**src/rtl/bram_result_reader_pkg.sv**
```systemverilog
// Shared definitions for the result reader: FSM state encoding (common with
// the multiply datamover), output buffer depth and the read-credit rule.
package bram_result_reader_pkg;

    typedef enum logic [1:0] {
        S_IDLE = 2'd0,
        S_RUN  = 2'd1,
        S_DONE = 2'd2
    } state_t;

    localparam int FIFO_DEPTH = 2;

    // A new read may be issued if the buffer plus the in-flight read leave a
    // free slot, or if the buffer is exactly full but is popped this cycle.
    function automatic logic credit_ok(input logic [1:0] occupancy, input logic pop);
        return (occupancy < 2'(FIFO_DEPTH)) || ((occupancy == 2'(FIFO_DEPTH)) && pop);
    endfunction

endpackage

```
**src/rtl/bram_result_reader_if.sv**
```systemverilog
// Valid/ready result stream carrying the words drained from Bram1.
interface bram_result_reader_if #(parameter int DWIDTH = 32);

    logic              m_valid;
    logic              m_ready;
    logic [DWIDTH-1:0] m_data;
    logic              m_last;

    modport master (output m_valid, output m_data, output m_last, input m_ready);
    modport slave  (input m_valid, input m_data, input m_last, output m_ready);

endinterface

```
**src/rtl/bram_result_reader_sync_fifo2.sv**
```systemverilog
// Two-entry output buffer. Push and pop may occur in the same cycle, including
// a push into a full buffer that is being popped.
module sync_fifo2
    import bram_result_reader_pkg::*;
#(
    parameter int DWIDTH = 32
) (
    input  logic              clk,
    input  logic              reset_n,
    input  logic              push,
    input  logic              pop,
    input  logic [DWIDTH-1:0] din,
    output logic [DWIDTH-1:0] dout,
    output logic              full,
    output logic              empty,
    output logic [1:0]        count
);

    logic [1:0][DWIDTH-1:0] mem;
    logic                   wr_ptr;
    logic                   rd_ptr;
    logic                   do_push;
    logic                   do_pop;

    assign full    = (count == 2'(FIFO_DEPTH));
    assign empty   = (count == 2'd0);
    assign do_pop  = pop && !empty;
    assign do_push = push && (!full || do_pop);
    assign dout    = mem[rd_ptr];

    // Storage, pointers and occupancy; reset discards all contents.
    always_ff @(posedge clk or negedge reset_n) begin
        if (!reset_n) begin
            mem    <= '0;
            wr_ptr <= 1'b0;
            rd_ptr <= 1'b0;
            count  <= 2'd0;
        end else begin
            if (do_push) begin
                mem[wr_ptr] <= din;
                wr_ptr      <= ~wr_ptr;
            end
            if (do_pop) rd_ptr <= ~rd_ptr;
            case ({do_push, do_pop})
                2'b10:   count <= count + 2'd1;
                2'b01:   count <= count - 2'd1;
                default: count <= count;
            endcase
        end
    end

    // The credit logic upstream must never push into a full, unpopped buffer.
    a_no_overflow: assert property (@(posedge clk) disable iff (!reset_n)
        !(push && full && !pop));

    a_no_underflow: assert property (@(posedge clk) disable iff (!reset_n)
        !(pop && empty));

endmodule

```
**src/rtl/bram_result_reader.sv**
```systemverilog
// Drains num_cnt result words from Bram1 onto a valid/ready stream. Reads are
// issued against a credit of two slots (buffer entries plus the one read that
// may be in flight), so 1-cycle BRAM latency and backpressure never drop data
// while a held-high m_ready sustains one word per cycle.
module bram_result_reader
    import bram_result_reader_pkg::*;
#(
    parameter int CNT      = 31,
    parameter int DWIDTH   = 32,
    parameter int AWIDTH   = 12,
    parameter int MEM_SIZE = 4096
) (
    input  logic                  clk,
    input  logic                  reset_n,
    input  logic                  i_run,
    input  logic [CNT-1:0]        i_num_cnt,
    output logic                  o_idle,
    output logic                  o_run,
    output logic                  o_done,
    output logic [AWIDTH-1:0]     addr_b1,
    output logic                  ce_b1,
    output logic                  we_b1,
    output logic [DWIDTH-1:0]     d0_b1,
    input  logic [DWIDTH-1:0]     q0_b1,
    bram_result_reader_if.master  m_axis
);

    state_t            state;
    state_t            state_nxt;
    logic [CNT-1:0]    num_cnt;
    logic [CNT-1:0]    rd_cnt;
    logic [CNT-1:0]    tx_cnt;
    logic              in_flight;
    logic              pop;
    logic              to_done;
    logic [DWIDTH-1:0] fifo_dout;
    logic              fifo_full;
    logic              fifo_empty;
    logic [1:0]        fifo_count;
    logic [1:0]        occupancy;

    assign o_idle = (state == S_IDLE);
    assign o_run  = (state == S_RUN);
    assign o_done = (state == S_DONE);

    assign we_b1   = 1'b0;
    assign d0_b1   = '0;
    // Address wraps modulo 2^AWIDTH for runs longer than the memory.
    assign addr_b1 = rd_cnt[AWIDTH-1:0];

    assign pop       = m_axis.m_valid && m_axis.m_ready;
    assign occupancy = fifo_count + {1'b0, in_flight};
    assign ce_b1     = o_run && (rd_cnt < num_cnt) && credit_ok(occupancy, pop);

    // Data is forced to zero while the buffer is empty so idle output is clean.
    assign m_axis.m_valid = !fifo_empty;
    assign m_axis.m_data  = fifo_empty ? '0 : fifo_dout;
    assign m_axis.m_last  = m_axis.m_valid && (tx_cnt == num_cnt - CNT'(1));

    assign to_done = (state != S_DONE) && (state_nxt == S_DONE);

    // State register.
    always_ff @(posedge clk or negedge reset_n) begin
        if (!reset_n) state <= S_IDLE;
        else          state <= state_nxt;
    end

    // Next state: a zero-length run goes straight to DONE without reads.
    always_comb begin
        state_nxt = state;
        case (state)
            S_IDLE:  if (i_run) state_nxt = (i_num_cnt == '0) ? S_DONE : S_RUN;
            S_RUN:   if (pop && m_axis.m_last) state_nxt = S_DONE;
            S_DONE:  state_nxt = S_IDLE;
            default: state_nxt = S_IDLE;
        endcase
    end

    // Word count is captured only when a start is accepted in IDLE.
    always_ff @(posedge clk or negedge reset_n) begin
        if (!reset_n)                   num_cnt <= '0;
        else if (o_idle && i_run)       num_cnt <= i_num_cnt;
    end

    // Read-issued and words-accepted counters, cleared on entry to DONE.
    always_ff @(posedge clk or negedge reset_n) begin
        if (!reset_n) begin
            rd_cnt <= '0;
            tx_cnt <= '0;
        end else if (to_done) begin
            rd_cnt <= '0;
            tx_cnt <= '0;
        end else begin
            if (ce_b1) rd_cnt <= rd_cnt + CNT'(1);
            if (pop)   tx_cnt <= tx_cnt + CNT'(1);
        end
    end

    // Marks the cycle in which q0_b1 carries the data of last cycle's read.
    always_ff @(posedge clk or negedge reset_n) begin
        if (!reset_n) in_flight <= 1'b0;
        else          in_flight <= ce_b1;
    end

    sync_fifo2 #(.DWIDTH(DWIDTH)) u_buf (
        .clk     (clk),
        .reset_n (reset_n),
        .push    (in_flight),
        .pop     (pop),
        .din     (q0_b1),
        .dout    (fifo_dout),
        .full    (fifo_full),
        .empty   (fifo_empty),
        .count   (fifo_count)
    );

    a_occ_bound: assert property (@(posedge clk) disable iff (!reset_n)
        occupancy <= 2'(FIFO_DEPTH));

    a_full_consistent: assert property (@(posedge clk) disable iff (!reset_n)
        fifo_full |-> !in_flight || pop);

    a_addr_in_mem: assert property (@(posedge clk) disable iff (!reset_n)
        ce_b1 |-> (32'(addr_b1) < 32'(MEM_SIZE)));

endmodule

```
**src/flat_wrapper.sv**
```systemverilog
// flat-port wrapper written by rule: the top's interface ports become plain ports
module bram_result_reader_flat import bram_result_reader_pkg::*;
#(
    parameter int CNT      = 31,
    parameter int DWIDTH   = 32,
    parameter int AWIDTH   = 12,
    parameter int MEM_SIZE = 4096
)
  (clk, reset_n, i_run, i_num_cnt, o_idle, o_run, o_done, addr_b1, ce_b1, we_b1, d0_b1, q0_b1, m_axis_m_valid, m_axis_m_data, m_axis_m_last, m_axis_m_ready);
  bram_result_reader_if #(.DWIDTH(DWIDTH)) m_axis_i ();
  input  logic clk;
  input  logic reset_n;
  input  logic i_run;
  input  logic [CNT-1:0] i_num_cnt;
  output logic o_idle;
  output logic o_run;
  output logic o_done;
  output logic [AWIDTH-1:0] addr_b1;
  output logic ce_b1;
  output logic we_b1;
  output logic [DWIDTH-1:0] d0_b1;
  input  logic [DWIDTH-1:0] q0_b1;
  output wire logic [$bits(m_axis_i.m_valid)-1:0] m_axis_m_valid;
  output wire logic [$bits(m_axis_i.m_data)-1:0] m_axis_m_data;
  output wire logic [$bits(m_axis_i.m_last)-1:0] m_axis_m_last;
  input wire logic [$bits(m_axis_i.m_ready)-1:0] m_axis_m_ready;
  assign m_axis_m_valid = m_axis_i.m_valid;
  assign m_axis_m_data = m_axis_i.m_data;
  assign m_axis_m_last = m_axis_i.m_last;
  assign m_axis_i.m_ready = m_axis_m_ready;
  bram_result_reader #(.CNT(CNT), .DWIDTH(DWIDTH), .AWIDTH(AWIDTH), .MEM_SIZE(MEM_SIZE)) u_core (.clk(clk), .reset_n(reset_n), .i_run(i_run), .i_num_cnt(i_num_cnt), .o_idle(o_idle), .o_run(o_run), .o_done(o_done), .addr_b1(addr_b1), .ce_b1(ce_b1), .we_b1(we_b1), .d0_b1(d0_b1), .q0_b1(q0_b1), .m_axis(m_axis_i));
endmodule
```
**config.mk**
```make
export PLATFORM = sky130hd
export DESIGN_NAME = bram_result_reader_flat
export DESIGN_NICKNAME = d
export VERILOG_FILES = /design/src/rtl/bram_result_reader_pkg.sv /design/src/rtl/bram_result_reader_if.sv /design/src/rtl/bram_result_reader_sync_fifo2.sv /design/src/rtl/bram_result_reader.sv /design/src/flat_wrapper.sv
export SDC_FILE = /design/constraint.sdc
export NUM_CORES = 1
export LEC_CHECK = 0
export CORE_MARGIN = 4
export CORE_UTILIZATION = 34
export DETAILED_ROUTE_END_ITERATION = 6
export DONT_BUFFER_PORTS = 1
export GPL_TIMING_DRIVEN = 0
export PLACE_DENSITY = 0.5
export SKIP_CTS_REPAIR_TIMING = 1
export SLEW_MARGIN = 20
export SYNTH_ARGS = -nofsm -noshare
export SYNTH_HDL_FRONTEND = slang
export SYNTH_SLANG_ARGS = --single-unit
```
**constraint.sdc**
```tcl
create_clock -name clk -period 6.8 [get_ports clk]
set_clock_uncertainty 0.1 [all_clocks]
set_input_delay 1.36 -clock clk [delete_from_list [all_inputs] [get_ports clk]]
set_output_delay 1.36 -clock clk [all_outputs]
set_load 0.01 [all_outputs]
```
# Word level (Yosys, flattened, before mapping)
# Index checks and enable logic that the tools add are counted.
[word_totals]
in_bits = 67
out_inout_bits = 83
ff_bits = 164
[classes]
n_reduce_logical = 21
n_addsub = 6
mux = 15
eq_ne = 9
magnitude_cmp = 5
bitwise_logic = 2
[op_table]
columns = ["operator", "count"]
rows = [
  ["two-way mux 32 bit", 4],
  ["two-way mux 31 bit", 4],
  ["bitwise mux 64 bit", 1],
  ["adder 31 x 1 -> 31 bit, second input constant", 2],
  ["demux 32 bit (select 1 bit)", 1],
  ["== test 31 bit", 1],
  ["zero test 31 bit", 1],
  ["less-than comparator 31 bit", 1],
  ["subtractor 31 x 1 -> 31 bit, second input constant", 1],
  ["logical AND 1 bit", 11],
  ["== test 2 bit, second input constant", 5],
  ["one-hot mux 2 bit (2 select lines)", 2],
  ["two-way mux 2 bit", 3],
  ["nonzero test 2 bit", 3],
  ["== test 2 x 1 -> 1 bit, second input constant", 2],
  ["zero test 2 bit", 2],
  ["less-than comparator 1 x 2 -> 1 bit, second input constant", 2],
  ["adder 2 x 1 -> 2 bit", 1],
  ["adder 2 x 1 -> 2 bit, second input constant", 1],
  ["zero test 1 bit", 2],
  ["logical OR 1 bit", 2],
  ["less-than comparator 2 bit, second input constant", 1],
  ["!= test 2 bit, second input constant", 1],
  ["NOT 1 bit", 2],
  ["other kinds (2)", 2],
]

# Longest topological paths before layout
# Gate-level depths: netlist of run 1.
[depth]
word_depth = 9
ltp_mapped = 12
depth_no_buf = 10

# Hierarchy
# Synthesis of run 1 repeated with hierarchy kept, for this count alone.
[hier_totals]
hier_cells = 1028
hier_area_um2 = 10293.6
[by_module_without_submodules]
columns = ["module", "seq_area_each_um2", "area_each_um2", "cells_each", "n_inst"]
rows = [
  ["bram_result_reader", 2402.3, 7180.6, 839, 1],
  ["sync_fifo2", 1701.6, 3113.0, 189, 1],
]

# Worst setup path after synthesis of run 1
# Ideal clock, no wire load.
[synth_timing]
path_type = "input to output"
start = "in m_axis_m_ready"
end = "out ce_b1"
setup_slack_ns = 2.745
required_ns = 5.340
path_buffers = 1
t_arrival_ns = 2.595
path_stages = 6
cell_sequence = "nand2b_1 > a311oi_1 > o21ai_0 > nor4_1 > o21a_1 > clkbuf_1"
[synth_between]
elab_chain_cells = 4
[synth_rtl]
columns = ["item", "line", "rtl"]
rows = [
  ["from (decl)", "flat_wrapper.sv:26", "input wire logic [$bits(m_axis_i.m_ready)-1:0] m_axis_m_ready;"],
  ["logical AND 1 bit", "bram_result_reader.sv:51", "assign pop = m_axis.m_valid && m_axis.m_ready;"],
  ["logical AND 1 bit", "bram_result_reader_pkg.sv:16", "return (occupancy < 2'(FIFO_DEPTH)) || ((occupancy == 2'(FIFO_DEPTH)) && pop);"],
  ["logical OR 1 bit", "bram_result_reader_pkg.sv:16", ""],
  ["logical AND 1 bit", "bram_result_reader.sv:53", "assign ce_b1 = o_run && (rd_cnt < num_cnt) && credit_ok(occupancy, pop);"],
  ["to (decl)", "flat_wrapper.sv:19", "output logic ce_b1;"],
]
# No other way between the ends.

# Worst setup path in the final report of run 1
[layout_timing]
start = "reg u_core.num_cnt[0]"
end = "out m_axis_m_last"
[layout_between]
elab_chain_cells = 3
[layout_rtl]
columns = ["item", "line", "rtl"]
rows = [
  ["from (decl)", "bram_result_reader.sv:30", "logic [CNT-1:0] num_cnt;"],
  ["from (signal assigned)", "bram_result_reader.sv:82", "else if (o_idle && i_run) num_cnt <= i_num_cnt;"],
  ["subtractor 31 x 1 -> 31 bit", "bram_result_reader.sv:58", "assign m_axis.m_last = m_axis.m_valid && (tx_cnt == num_cnt - CNT'(1));"],
  ["== test 31 bit", "bram_result_reader.sv:58", ""],
  ["logical AND 1 bit", "bram_result_reader.sv:58", ""],
  ["to (decl)", "flat_wrapper.sv:25", "output wire logic [$bits(m_axis_i.m_last)-1:0] m_axis_m_last;"],
]
# No other way between the ends.

==> results of run 1 <==
-- critical path, stage by stage, from the launching register on --
cell	delay (ns)
dfrtp_1	0.48
inv_1	0.11
ha_1	0.24
nor4b_1	0.58
nand4_1	0.53
nor4_1	0.38
o22ai_1	0.14
nor4_2	0.30
nand3_1	0.21
nor2_1	0.35
-- metal layers --
layer / GRT usage, % / up-vias
met5: 0 / -
met4: 4.32 / 0
met3: 3.85 / 26
met2: 26.0 / 147
met1: 22.0 / 3424
li1: - / 3492
-- power groups by stage --
stage | clock network [mW] | logic [mW] | registers, mW
after global routing | 1.04 | 1.86 | 1.61
after global placement | 0 | 1.68 | 1.57
after detailed placement | 0 | 1.69 | 1.58
final | 0.965 | 1.67 | 1.56
after CTS | 0.992 | 1.70 | 1.56
after floorplan | 0 | 1.35 | 1.49
-- cell usage after synthesis (all sizes together) (24+ instances only) --
| master | n | share of area, % |
|---|---|---|
| dfrtp | 164 | 43 |
| nor2 | 120 | 4.7 |
| nand2 | 67 | 2.6 |
| mux2 | 65 | 7.6 |
| buf | 56 | 4.1 |
| xor2 | 47 | 4.3 |
| inv | 43 | 1.7 |
| o21ai | 43 | 2.4 |
| xnor2 | 43 | 3.9 |
| nand4 | 37 | 2.4 |
| ha | 35 | 4.6 |
| mux2i | 34 | 3.5 |
| nand3 | 27 | 1.4 |
| clkbuf | 24 | 0.94 |
-- worst max path at each step --
stage                          endpoint  slack (ns)  depth (start not counted)
after floorplan                   ce_b1        2.75                          6
after global routing      m_axis_m_last        1.36                          9
after global placement            ce_b1        2.05                          6
final                     m_axis_m_last        1.59                          9
after CTS                 m_axis_m_last        1.58                          9
after detailed placement          ce_b1        2.02                          6
-- kinds of logic (layout without fill, tap and decap cells) --
| logic type | Yosys count | after routing |
|---|---|---|
| DFF | 164 | 164 |
| AOI/OAI and AO/OA | 117 | 117 |
| xor gates and xnor gates | 90 | 90 |
| buffers and inverters | 123 | 155 |
| other | 1 | 33 |
| muxes | 99 | 99 |
| adders and majority gates | 35 | 35 |
| and+or+nand+nor | 356 | 356 |
-- cell type report --
class,instances,area share (%)
multi-input cells,730,46.1
plain buffers,80,4.48
well taps,378,4.38
clock buffers,18,4.07
clock inverters,14,1.43
inverters,43,1.49
flip-flops and latches,164,38.0
-- state kept, by name, summed over array words and instances, names as in the netlist --
register	count
u_core.u_buf.mem	64
u_core.num_cnt	31
u_core.rd_cnt	31
u_core.tx_cnt	31
u_core.state	2
u_core.u_buf.count	2
u_core.in_flight	1
u_core.u_buf.rd_ptr	1
u_core.u_buf.wr_ptr	1
-- per-stage QoR --
stage / utilization (%) / setup WS [ns] / instance area, um^2 / power, mW / hold WS [ns]
after global routing: 38.8 / 1.36 / 10800 / 4.51 / 0.418
final: 38.8 / 1.59 / 10800 / 4.20 / 0.403
after global placement: 36.6 / 2.05 / 10200 / 3.25 / 0.384
after CTS: 38.8 / 1.58 / 10800 / 4.25 / 0.409
after floorplan: - / 2.75 / 9730 / 2.85 / 0.368
after detailed placement: 36.6 / 2.02 / 10200 / 3.27 / 0.393
==> results by group, run 1 <==
Pwr
  • Cell internal pwr: about 2.5 mW
  • Logic pwr share: approximately 40%
  • Worst VDD drop: ~0.00018 V
  • Clock network power share: between 20% and 30%
  • Leak: around 4.8 nW
  • Register share of total power: 37.2%
  • Pwr dens: 389 mW/mm^2
  • Switch Pwr: around 1.7 mW
  • Sw Share: 39.8%

Timing
  • Setup TNS: 0 ns
  • Max Transition Viols Final: 0
  • Fin. Hold Viols: 0
  • Period utilisation layout: ~77%
  • Worst slew pin tran: ~0.88 ns
  • RSZ-0062 raised after global routing: false
  • Final setup vio count: 0
  • Max Freq: about 190 MHz
  • Slew margin rel.: around 41%
  • Minimum clock period: between 5 and 6 ns

Detailed routing
  • Routed wire length per instance: roughly 18 um
  • Met1 Wirelength: around 12 mm
  • Met2 routed WL: about 12 mm
  • Vias: slightly above 7,000
  • Antenna viol nets, final: 0
  • DR iter-0 viols: between 300 and 400
  • Max layer used: met4
  • DRT Wirelength: 25.0 mm
  • DR pass1 iterations: 4
  • DR DRC count: 0
  • Via-to-Cell Ratio: about 5.0
  • Met3 WL post-DR: approximately 1.2 mm

GRT
  • Pin count of the biggest net entering global routing: between 150 and 200
  • GRT Overall Usage: between 10% and 20%
  • Initial antenna violation count: 0
  • Vias in the first global route: 6,975
  • First-pass GRT wire length: ~40 mm
  • Gr ovfl total: 0

Floorplanning
  • I/O pins: 150
  • Cell row count: between 60 and 70
  • Die Wd: roughly 180 um
  • Die Height: roughly 180 um
  • Area of the core: about 0.028 mm^2
  • Die area: 0.0310 mm^2
  • Initial Util: between 30% and 40%

Final layout
  • FF/Latch Area: around 0.0041 mm^2
  • Antenna diodes: 0
  • Most common cell after layout, fill and taps aside: dfrtp_1
  • Cell Count, Final, Fillers Out: 1,427
  • Area of the multi-input gates: roughly 0.005 mm^2
  • Area delta synth->final: 12.3%
  • Final #Nets: between 1,000 and 1,500
  • Layout cells sized above 1: 15.7%
  • Fillers: 2,784
  • Commonest non-fill, non-tap cells in the layout: 164 x dfrtp_1, 119 x nor2_1, 67 x nand2_1, 65 x mux2_2, 47 x xor2_1

Flow run
  • Maxcap violations: 0

Logic synthesis
  • Mapped Avg Cell Area: between 9 and 10 um^2
  • Post-synthesis mux area share: 11.2%
  • Area share of and/or/nand/nor cells after synthesis: between 10% and 20%
  • Distinct cell type count after synthesis: 63
  • Register area share after synthesis: 42.7%
  • Asr flop ratio synth: 100%
  • #FFs+latches synth: about 160
  • Synthesized area: 0.00961 mm^2
  • Synth Instances: slightly below 1,000
  • XOR/XNOR Fraction of Synth Area: under 10%
  • Number of synthesized flops with an enable pin: 0
  • Post-synth top flop: dfrtp_1
  • Compound-Gate Fraction of Synth Area: ~8.1%
  • Main combinational cell family by area after synthesis: simple AND/OR/NAND/NOR gates
  • Post-Synth Adder-Cell Area: under 10%
  • Warnings, synthesis: 0

Clocking
  • Clk_lat worst skew: about 0.43 ns
  • Largest buffer count on any clock path: 2
  • Clock tree sinks: ~160
  • Clock Tree Root: clkbuf_16
  • CTS tree: yes
  • Htree depth: 4
  • Clock slew at reported path FFs: roughly 0.070 ns
  • Num CTS Buffers: 17

Worst setup path
  • WS Path Type: reg -> out
  • Crit path DAT: approximately 3.8 ns
  • Reg2Reg Depth: 11
  • CP startpoint: u_core.num_cnt[0]$_DFFE_PN0P_
  • Crit path required time: between 5 and 6 ns
  • Setup crit end kind: output pin
  • RR Endpoint: u_core.tx_cnt[3]$_DFFE_PN0P_
  • Startpoint Class: register
  • Critical R2R Launch: u_core.num_cnt[0]$_DFFE_PN0P_
  • CP max FO: 9
  • Reg2Reg Setup Slack: approximately 2.8 ns

Worst hold path
  • Worst hold path class: reg -> reg
  • WHS Path Cells: 1
  • Hold Path Sink: u_core.u_buf.wr_ptr$_DFFE_PN0P_
  • HP Start: u_core.u_buf.wr_ptr$_DFFE_PN0P_

Placement
  • Final HPWL DP: roughly 19 mm
  • Inst Count DP: 1,395
  • Port bufs: 0
  • Routability cong.: between 0.8 and 0.9

Run status
  • Status: completed
No activity file was read; power rests on OpenSTA's default activity.
==> inputs of run 2 (changes only) <==
--- a/config.mk
+++ b/config.mk
@@ -5,12 +5,13 @@
 export SDC_FILE = /design/constraint.sdc
 export NUM_CORES = 1
 export LEC_CHECK = 0
+export ABC_AREA = 1
 export CORE_MARGIN = 4
 export CORE_UTILIZATION = 34
 export DETAILED_ROUTE_END_ITERATION = 6
 export DONT_BUFFER_PORTS = 1
 export GPL_TIMING_DRIVEN = 0
-export PLACE_DENSITY = 0.5
+export PLACE_DENSITY = 0.52
 export SKIP_CTS_REPAIR_TIMING = 1
 export SLEW_MARGIN = 20
 export SYNTH_ARGS = -nofsm -noshare
==> constraint.sdc (replaced) <==
create_clock -name clk -period 4.3 [get_ports clk]
set_clock_uncertainty 0.1 [all_clocks]
set_input_delay 0.86 -clock clk [delete_from_list [all_inputs] [get_ports clk]]
set_output_delay 0.86 -clock clk [all_outputs]
set_load 0.01 [all_outputs]
==> results by group, run 2 <==
Logic synthesis
  • Mapped Avg Cell Area: about 7.2 um^2
  • Asr flop ratio synth: 100%
  • Compound-Gate Fraction of Synth Area: roughly 9.0%
  • XOR/XNOR Fraction of Synth Area: under 10%
  • Register area share after synthesis: approximately two fifths
  • Synth Instances: between 1,000 and 1,500
  • Post-Synth Adder-Cell Area: 4.24%
  • Synth area leaders: dfrtp_1 40%, nand2_1 13%, nor2_1 6.8%
  • Area share of the largest cell type after synthesis: approximately two fifths
  • Distinct cell type count after synthesis: 37
  • Warnings, synthesis: 0
  • Area leader, netlist: dfrtp_1
  • Number of synthesized flops with an enable pin: 0
  • #FFs+latches synth: 164
  • Count leader, synth: nand2_1
  • Main combinational cell family by area after synthesis: simple AND/OR/NAND/NOR gates
  • Synthesized area: 0.0103 mm^2
  • Post-synth top flop: dfrtp_1
  • Area share of and/or/nand/nor cells after synthesis: 30.4%
  • Commonest cells post-synth: 350 x nand2_1, 187 x nor2_1, 164 x dfrtp_1, 163 x inv_1
  • Post-synthesis mux area share: 0%

Floorplanning
  • Die area: between 0.03 and 0.04 mm^2
  • Die Height: between 150 and 200 um
  • Initial Util: 34.7%
  • I/O pins: 150
  • Die Wd: 182 um
  • Cell row count: 63
  • Area of the core: 0.0298 mm^2

Final layout
  • Most common cell after layout, fill and taps aside: nand2_1
  • Biggest register: u_core.u_buf.mem
  • Layout cells sized above 1: 7.20%
  • Largest register FFs: 64
  • FF/Latch Area: ~0.0041 mm^2
  • Area delta synth->final: 11.7%
  • Commonest non-fill, non-tap cells in the layout: 350 x nand2_1, 187 x nor2_1, 164 x dfrtp_1, 163 x inv_1
  • Final #Nets: 1,589
  • Antenna diodes: 0
  • Area of the multi-input gates: 0.00517 mm^2
  • Fillers: between 3,000 and 4,000
  • Finished Cell Area: roughly 0.012 mm^2
  • Fin util: between 30% and 40%

GRT
  • Vias in the first global route: about 8,700
  • First-pass GRT wire length: between 40 and 50 mm
  • Gr ovfl total: 0
  • Pin count of the biggest net entering global routing: between 150 and 200
  • Initial antenna violation count: 0
  • GRT Overall Usage: a little under a fifth

Pwr
  • Leak: 5.64 nW
  • Worst VDD drop: ~0.00028 V
  • Cell internal pwr: 3.66 mW
  • Pwr dens: 569 mW/mm^2
  • Register share of total power: 37.4%
  • Logic pwr share: about two fifths
  • Clock network power share: between 20% and 30%
  • Sw Share: roughly 44%
  • Switch Pwr: a little under 3 mW

Run status
  • Status: completed

Placement
  • Post-DP Area: ~0.011 mm^2
  • Port bufs: 0
  • Routability cong.: 0.877
  • Final HPWL DP: ~23 mm

Timing
  • RSZ-0062 raised after global routing: false
  • Fin. Hold Viols: 0
  • Minimum clock period: 3.97 ns
  • Worst slew pin tran: ~0.77 ns
  • Setup TNS: 0 ns
  • Final setup vio count: 0
  • Max Transition Viols Final: 0
  • Max Freq: roughly 250 MHz
  • Slew margin rel.: a little under half
  • Period utilisation layout: slightly above 90%

Clocking
  • Htree depth: 4
  • Largest buffer count on any clock path: 2
  • Clock tree sinks: roughly 160
  • Num CTS Buffers: 17
  • CTS tree: yes
  • Clk_lat worst skew: ~0.44 ns
  • Clock Tree Root: clkbuf_16
  • Clock slew at reported path FFs: 0.07 ns

Detailed routing
  • Vias: ~9,100
  • Routed wire length per instance: 16.0 um
  • Via-to-Cell Ratio: 4.84
  • Antenna viol nets, final: 0
  • DR iter-0 viols: a little under 600
  • DRT Wirelength: slightly above 30 mm
  • DR DRC count: 0
  • DR pass1 iterations: 6

Worst setup path
  • WS Path Type: reg -> out
  • Startpoint Class: register
  • Crit path DAT: 3.01 ns
  • RR Endpoint: u_core.rd_cnt[18]$_DFFE_PN0P_
  • Critical R2R Launch: u_core.num_cnt[0]$_DFFE_PN0P_
  • CP max FO: 6
  • Reg2Reg Depth: 14
  • Reg2Reg Setup Slack: about 0.95 ns
  • Setup crit end kind: output pin
  • Crit path required time: between 3 and 4 ns

Worst hold path
  • Worst hold path class: in -> async

Flow run
  • Maxcap violations: 0
-- run 2: per-layer routing --
metal | vias to the layer above | GRT usage (%) | part of all wire, %
li1 | 4641 | - | -
met1 | 4247 | 25.8 | 48
met2 | 238 | 28.0 | 44
met3 | 18 | 4.70 | 7.1
met4 | 0 | 3.87 | 0.98
met5 | - | 0 | 0
-- run 2: worst max-delay path by stage --
stage	from	slack [ns]	cells past startpoint	end
after floorplan	u_core.num_cnt[0]$_DFFE_PN0P_	1.37	12	m_axis_m_last
after global placement	u_core.num_cnt[0]$_DFFE_PN0P_	0.56	10	m_axis_m_last
after detailed placement	u_core.num_cnt[0]$_DFFE_PN0P_	0.57	10	m_axis_m_last
after CTS	u_core.num_cnt[0]$_DFFE_PN0P_	0.08	10	m_axis_m_last
after global routing	u_core.num_cnt[0]$_DFFE_PN0P_	0.02	12	m_axis_m_last
final	u_core.num_cnt[0]$_DFFE_PN0P_	0.33	10	m_axis_m_last
-- run 2: cell families after synthesis --
| family | count (synthesis) |
|---|---|
| other | 1 |
| AOI/OAI and AO/OA | 180 |
| xor gates and xnor gates | 61 |
| buffers and inverters | 261 |
| and+or+nand+nor | 732 |
| adders and majority gates | 35 |
| DFF | 164 |
-- run 2: stage by stage --
step | hold slack, ns | power (mW) | setup WS, ns | std cells
global route | 0.00520 | 7.16 | 0.0237 | 1890
floorplan | 0.353 | 4.35 | 1.37 | 1466
detailed placement | 0.373 | 5.12 | 0.566 | 1856
CTS | -0.00395 | 6.64 | 0.0821 | 1888
global placement | 0.366 | 5.07 | 0.561 | 1856
finish | 0.0377 | 6.57 | 0.325 | 1890
-- run 2: power groups by stage --
stage / clock (mW) / combinational, mW / sequential (mW)
finish: 1.49 / 2.62 / 2.45
global route: 1.60 / 3.03 / 2.53
CTS: 1.53 / 2.65 / 2.46
detailed placement: 0 / 2.64 / 2.48
global placement: 0 / 2.60 / 2.47
floorplan: 0 / 1.99 / 2.35
-- run 2: final cells by class --
class / count / share of cell area [%]
buffer: 94 / 4.76
clock buffer: 17 / 3.69
clock inverter: 15 / 1.20
inverter: 167 / 5.43
multi-input combinational: 1041 / 44.8
sequential: 164 / 35.6
tap: 390 / 4.23
timing repair buffer: 2 / 0.260
-- run 2: worst max-delay path, stage by stage, from the launching register on --
cell,delay (ns)
dfrtp_1,0.41
inv_1,0.17
ha_1,0.32
nand2_2,0.18
nor2_4,0.17
nand2_1,0.19
nand2_1,0.10
nand3_1,0.07
nor2_1,0.15
nand4_1,0.26
nor4_2,0.54
